File: src/rtl/up_dn_counter_ctrl.sv
// up_dn_counter_ctrl: command sequencer for the 5-bit up/down counter.
// Takes one command at a time over valid/ready: LOAD a value, step UP/DOWN
// N times, or GOTO a target. Drives the counter's control pins, watches its
// count/high/low, and reports completion with a one-cycle done pulse plus
// sat/err status.
//
// Ports:
//   clk, rst_n            clock, synchronous active-low reset
//   cmd_valid/cmd_ready   command handshake (ready only when idle)
//   cmd_op, cmd_arg       00 LOAD, 01 UP, 10 DOWN, 11 GOTO; value/steps/target
//   ctr_in, ctr_load      load value and strobe to the counter
//   ctr_up, ctr_down      counter step enables
//   ctr_count/high/low    counter state feedback
//   busy, done, sat, err  progress and completion status
//
// Build option: define UDC_CTRL_GOTO_EN to support GOTO. Without it, op 11
// completes immediately with err=1.
module up_dn_counter_ctrl #(
  parameter int unsigned WIDTH = 5
) (
  input  logic             clk,
  input  logic             rst_n,
  input  logic             cmd_valid,
  output logic             cmd_ready,
  input  logic [1:0]       cmd_op,
  input  logic [WIDTH-1:0] cmd_arg,
  output logic [WIDTH-1:0] ctr_in,
  output logic             ctr_load,
  output logic             ctr_up,
  output logic             ctr_down,
  input  logic [WIDTH-1:0] ctr_count,
  input  logic             ctr_high,
  input  logic             ctr_low,
  output logic             busy,
  output logic             done,
  output logic             sat,
  output logic             err
);

  localparam logic [1:0] OpLoad = 2'b00;
  localparam logic [1:0] OpUp   = 2'b01;
  localparam logic [1:0] OpDown = 2'b10;
  localparam logic [1:0] OpGoto = 2'b11;

  typedef enum logic [2:0] {
    StIdle  = 3'd0,
    StLoad  = 3'd1,
    StRunUp = 3'd2,
    StRunDn = 3'd3,
`ifdef UDC_CTRL_GOTO_EN
    StGoto  = 3'd5,
`endif
    StDone  = 3'd4
  } state_e;

  state_e           state_q, state_d;
  // Holds the step count in RUN_UP/RUN_DN and the target in GOTO.
  logic [WIDTH-1:0] rem_q, rem_d;
  logic [WIDTH-1:0] in_q, in_d;
  // Set only on the transition into DONE, so they are zero everywhere else.
  logic             sat_q, sat_d;
  logic             err_q, err_d;

`ifndef UDC_CTRL_GOTO_EN
  logic unused_count;
  assign unused_count = ^ctr_count;
`endif

  always_comb begin
    state_d   = state_q;
    rem_d     = rem_q;
    in_d      = in_q;
    sat_d     = 1'b0;
    err_d     = 1'b0;
    ctr_load  = 1'b0;
    ctr_up    = 1'b0;
    ctr_down  = 1'b0;
    cmd_ready = (state_q == StIdle) && rst_n;

    unique case (state_q)
      StIdle: begin
        if (cmd_valid && cmd_ready) begin
          rem_d = cmd_arg;
          unique case (cmd_op)
            OpLoad: begin
              in_d    = cmd_arg;
              state_d = StLoad;
            end
            OpUp:   state_d = (cmd_arg == '0) ? StDone : StRunUp;
            OpDown: state_d = (cmd_arg == '0) ? StDone : StRunDn;
            OpGoto: begin
`ifdef UDC_CTRL_GOTO_EN
              state_d = StGoto;
`else
              state_d = StDone;
              err_d   = 1'b1;
`endif
            end
          endcase
        end
      end
      StLoad: begin
        ctr_load = 1'b1;
        state_d  = StDone;
      end
      StRunUp: begin
        ctr_up = !ctr_high;
        rem_d  = rem_q - WIDTH'(1);
        if (ctr_high) begin
          state_d = StDone;
          sat_d   = 1'b1;
        end else if (rem_q == WIDTH'(1)) begin
          state_d = StDone;
        end
      end
      StRunDn: begin
        ctr_down = !ctr_low;
        rem_d    = rem_q - WIDTH'(1);
        if (ctr_low) begin
          state_d = StDone;
          sat_d   = 1'b1;
        end else if (rem_q == WIDTH'(1)) begin
          state_d = StDone;
        end
      end
`ifdef UDC_CTRL_GOTO_EN
      StGoto: begin
        ctr_up   = (ctr_count < rem_q);
        ctr_down = (ctr_count > rem_q);
        if (ctr_count == rem_q) state_d = StDone;
      end
`endif
      StDone:  state_d = StIdle;
      default: state_d = StIdle;
    endcase
  end

  always_ff @(posedge clk) begin
    if (!rst_n) begin
      state_q <= StIdle;
      rem_q   <= '0;
      in_q    <= '0;
      sat_q   <= 1'b0;
      err_q   <= 1'b0;
    end else begin
      state_q <= state_d;
      rem_q   <= rem_d;
      in_q    <= in_d;
      sat_q   <= sat_d;
      err_q   <= err_d;
    end
  end

  assign ctr_in = in_q;
  assign busy   = (state_q != StIdle);
  assign done   = (state_q == StDone);
  assign sat    = sat_q;
  assign err    = err_q;

endmodule

File: config.mk
export PLATFORM = sky130hd
export DESIGN_NAME = up_dn_counter_ctrl
export DESIGN_NICKNAME = d
export VERILOG_FILES = /design/src/rtl/up_dn_counter_ctrl.sv
export SDC_FILE = /design/constraint.sdc
export NUM_CORES = 1
export LEC_CHECK = 0
export CAP_MARGIN = 20
export CORE_UTILIZATION = 43
export CTS_CLUSTER_DIAMETER = 30
export DETAILED_ROUTE_END_ITERATION = 6
export HOLD_SLACK_MARGIN = 0.02
export MAX_ROUTING_LAYER = met4
export PLACE_DENSITY_LB_ADDON = 0.25
export SLEW_MARGIN = 20
export SYNTH_ARGS = -nofsm -noshare
export SYNTH_HDL_FRONTEND = slang
export SYNTH_SLANG_ARGS = --single-unit
File: constraint.sdc
create_clock -name clk -period 1.8 [get_ports clk]
set_clock_uncertainty 0.1 [all_clocks]
set_input_delay 0.36 -clock clk [delete_from_list [all_inputs] [get_ports clk]]
set_output_delay 0.36 -clock clk [all_outputs]
set_load 0.01 [all_outputs]
; ---- Yosys cells after proc, flatten, opt, wreduce, memory -nomap -nowiden
; Cells that the tools add are included.
[classes]
addsub = 1
mul = 0
div = 0
magnitude_cmp = 0
eq_ne = 9
shift = 0
muxes = 17
n_bitwise = 0
reduce_logical = 13
[op_table]
columns = operator, n
row1 = $pmux 3 s4, 2
row2 = $mux 3, 6
row3 = $pmux 5 s2, 1
row4 = $eq 3x2->1 const B, 2
row5 = $mux 1, 6
row6 = $reduce_and 3->1, 2
row7 = $eq 5x1->1 const B, 1
row8 = $logic_not 5->1, 1
row9 = $mux 5, 1
row10 = $sub 5x1->5 const B, 1
row11 = $eq 2x2->1 const B, 2
row12 = $eq 3x1->1 const B, 1
row13 = $eq 3x3->1 const B, 1
row14 = $logic_not 3->1, 1
row15 = $reduce_bool 3->1, 1
row16 = $eq 2x1->1 const B, 1
row17 = $logic_and 1x1->1, 2
row18 = $logic_not 1->1, 2
row19 = $logic_not 2->1, 1
row20 = $ne 2x1->1 const B, 1
row21 = $pmux 1 s2, 1
row22 = $reduce_and 2->1, 1
row23 = $reduce_bool 2->1, 1
row24 = $reduce_or 2->1, 1
[word_totals]
regBits = 15
latchBits = 0
ram_bits = 0
rom_bits = 0
in_bits = 17
elab_cells = 45
memories = 0

; ---- Logic depth before layout (Yosys ltp)
[logic_depth]
ltp_word = 5
mapped_depth = 6
ltp_nobuf = 6

; ---- Least setup slack after synthesis
; OpenSTA, ideal clock, no wires.
[synth_path]
path_type = reg2reg
from = register rem_q[0]
to = register state_q[2]
setup_time_ps = 70
arrival_time_ps = 1307
required_time_ps = 1630
path_slack_ps = 323
stages_incl_launch_ff = 5
n_path_buf = 0
path_cell_list = dfxtp_1 ha_1 or4b_4 a31o_1 o2bb2ai_1
[synth_via]
elab_chain_cells = 4
word_cells_on_any_way = 5
cone_classes = 1 x eq/ne / 4 x mux
[synth_lines]
columns = item, line
row1 = start: declaration, 58  ; logic [WIDTH-1:0] rem_q, rem_d;
row2 = start signal: assignment, 147  ; rem_q <= rem_d;
row3 = $eq 5x1->1 (*), "112, 122"
row4 = $mux 3 (*), -
row5 = "$mux 3, on equally long branches", -
row6 = $pmux 3 s4 (*), -
row7 = end signal: assignment, 140  ; state_q <= StIdle;
row8 = end signal: assignment, 146  ; state_q <= state_d;
row9 = end: declaration, 56  ; state_e state_q, state_d;
; Mark *: on every way between the ends. The rest lies on a longest branch, timed or not.
; A chain may end at the register's enable or synchronous reset.

; ---- Worst setup path after layout
[layout_path]
from = register state_q[0]
to = output port done
[layout_via]
elab_chain_cells = 1
[layout_lines]
columns = item, line
row1 = $eq 3x3->1, 156  ; assign done = (state_q == StDone);
row2 = end: declaration, 35  ; output logic done,
; Every way passes these cells.

==> impl_metrics.env <==
export IMPL_port_buffers=24
export IMPL_layout_drive_gt1_share=0.236
export IMPL_die_area_um2=2150
export IMPL_rows=15
export IMPL_cts_root_buf="clkbuf_4"
export IMPL_grt_max_degree=11
export IMPL_min_path_type="flip-flop to flip-flop"
export IMPL_reg2reg_depth=4
export IMPL_rsz0062_at_grt="false"
export IMPL_grt_use_total=0.229
export IMPL_grt_antenna_before_repair=0
export IMPL_maxCapViolations=0
export IMPL_synth_ff_type="dfxtp_1"
export IMPL_ys_warn_count=0
export IMPL_setup_violations=0
export IMPL_grt_pass1_vias=828
export IMPL_slew_headroom=0.693
export IMPL_viasPerCell=5.38
export IMPL_finalHoldViolations=0
export IMPL_path_max_fanout=6
export IMPL_cts_tree="done"
export IMPL_gp_congestion=0.824
export IMPL_synth_area_leaders="dfxtp_1 35%, a21boi_0 6.2%, nand2_1 4.4%"
export IMPL_vdd_drop_max_mv=0.471
export IMPL_power_density_nw_per_um2=706
export IMPL_clockBufferDepth=2
export IMPL_fmax_mhz=585
export IMPL_min_path_cells=2
export IMPL_place_inst=161
export IMPL_grt_pass1_wl_mm=3.46
export IMPL_end_kind="output pin"
export IMPL_report_final_slew_viol_count=0
export IMPL_critPathKind="flip-flop to output pin"
export IMPL_vias=888
export IMPL_path_clk_slew_ps=100
export IMPL_numCtsBuffers=3
export IMPL_synth_cell_types=41
export IMPL_diodes=0
export IMPL_start_util=0.476
export IMPL_drtIter0Drc=16
export IMPL_synth_net_count=117
export IMPL_ctsHoldBuffers=0
export IMPL_wirelength_mm=2.16
export IMPL_syn_avg_cell_area_um2=8.66
export IMPL_overflow=0
export IMPL_drt_wirelength_per_cell_um=13.1
export IMPL_min_period_ps=1710
export IMPL_syn_to_final_growth_pct=45.3
export IMPL_coreArea_um2=1780
export IMPL_dieHeight_um=46.4
export IMPL_worstPathRequired_ps=1340
export IMPL_final_cells=165
export IMPL_htreeDepth=1
export IMPL_dp_hpwl_mm=1.69
export IMPL_p_leak_nw=0.499
export IMPL_tightestPinTransition_ps=454
export IMPL_fin_nets=160
export IMPL_route_detailed_drc=0
export IMPL_firstDrtPassIters=4
export IMPL_clk_latency_ps=280
export IMPL_cp_arrival_ps=1250
export IMPL_yosysSeqAreaShare=0.354
export IMPL_synth_seq_cells=15
export IMPL_outcome="finished, final reports clean"
export IMPL_syn_inst=98
export IMPL_synth_top_area_cell="dfxtp_1"
export IMPL_synthesis_area_um2=848
export IMPL_fp_dieW_um=46.4
export IMPL_synthArstFlopShare=0
export IMPL_synth_edff_count=0
export IMPL_post_cts_buffers=0
export IMPL_fin_crit_sh=0.950
export IMPL_clkSinkCount=15
export IMPL_synth_top_cell_area_share=0.354
export IMPL_ant_nets=0
export IMPL_worstSetupStartpointType="flip-flop"
export IMPL_tns_ps=0
export IMPL_io_pins=30
[cells in the mapped netlist, types with 2 or more instances]
cell / number
a21boi_0: 7
a21oi_1: 6
and2_1: 2
buf_6: 2
dfxtp_1: 15
ha_1: 2
inv_1: 4
mux2i_1: 2
nand2_1: 10
nand3_1: 6
nor2_1: 6
nor2b_1: 2
nor3_1: 3
nor3b_1: 2
o21ai_0: 3
[logic make-up after synthesis]
logic type                 Yosys count  share of synthesized area
xor gates and xnor gates             2                     0.0207
and+or+nand+nor                     44                      0.304
adders and majority gates            3                     0.0413
AOI/OAI and AO/OA                   24                      0.199
DFF                                 15                      0.354
muxes                                2                     0.0236
buffers and inverters                8                     0.0575
[metal layers]
metal  global-route usage  vias to the layer above  share of wire
met2                0.397                       29           0.49
met4               0.0706                        0         0.0060
li1                     -                      435              -
met5                    -                        -              0
met3               0.0392                        2          0.065
met1                0.265                      422           0.44
[repair_timing]
action,4_1_cts,5_1_grt
cloned,0,0
endpoints found under the setup margin,6,6
resized for setup,11,7
[worst max-delay path, cell delays in order (launching register included)]
cell	delay [ps]
dfxtp_1	370
buf_4	180
nor3_1	160
clkdlybuf4s15_1	260
[state kept, by name, indices dropped and copies added (netlist names)]
signal and flops:
err 1, sat 1, ctr_in 5, state_q 3
rem_q 5
[cells in the final DEF (no fill, tap or decap), types with 3 or more instances in the layout]
cell type / n
nor2_1: 6
nor3_1: 3
buf_4: 18
clkbuf_4: 3
a21boi_0: 7
a21oi_1: 6
nand2_1: 10
nand3_1: 6
dfxtp_1: 14
inv_1: 4
clkdlybuf4s50_1: 17
[area by class of cell]
type / instances / area, um2
well taps: 25 / 31.3
fillers: 141 / 551
flip-flops and latches: 15 / 302
clock inverters: 1 / 5.00
clock buffers: 3 / 22.5
repair buffers: 42 / 358
multi-input cells: 75 / 499
inverters: 4 / 15.0
[per-stage QoR]
stage	cell area (um2)	utilization	hold WS, ps	power (mW)	worst slack [ps]
after CTS	1240	0.694	373	0.873	5.85
after floorplan	848	-	371	0.550	323
final	1230	0.691	367	0.870	89.3
after global routing	1230	0.691	395	0.919	7.27
after global placement	1220	0.685	351	0.674	-329
after detailed placement	1220	0.685	358	0.685	-344
[path summary, 6_finish.rpt]
path	from	slack (ps)	endpoint
min	ctr_in[4]	370	ctr_in[4]
max reg2reg	rem_q[0]	170	state_q[2]
max	state_q[0]	90	done
min reg2reg	ctr_in[4]	370	ctr_in[4]
[power by group]
group          switching (mW)  leakage (nW)  internal, mW
sequential             0.0308         0.123         0.358
clock                   0.115        0.0177        0.0824
combinational           0.130         0.359         0.154
Power figures use the tool's default switching activity.
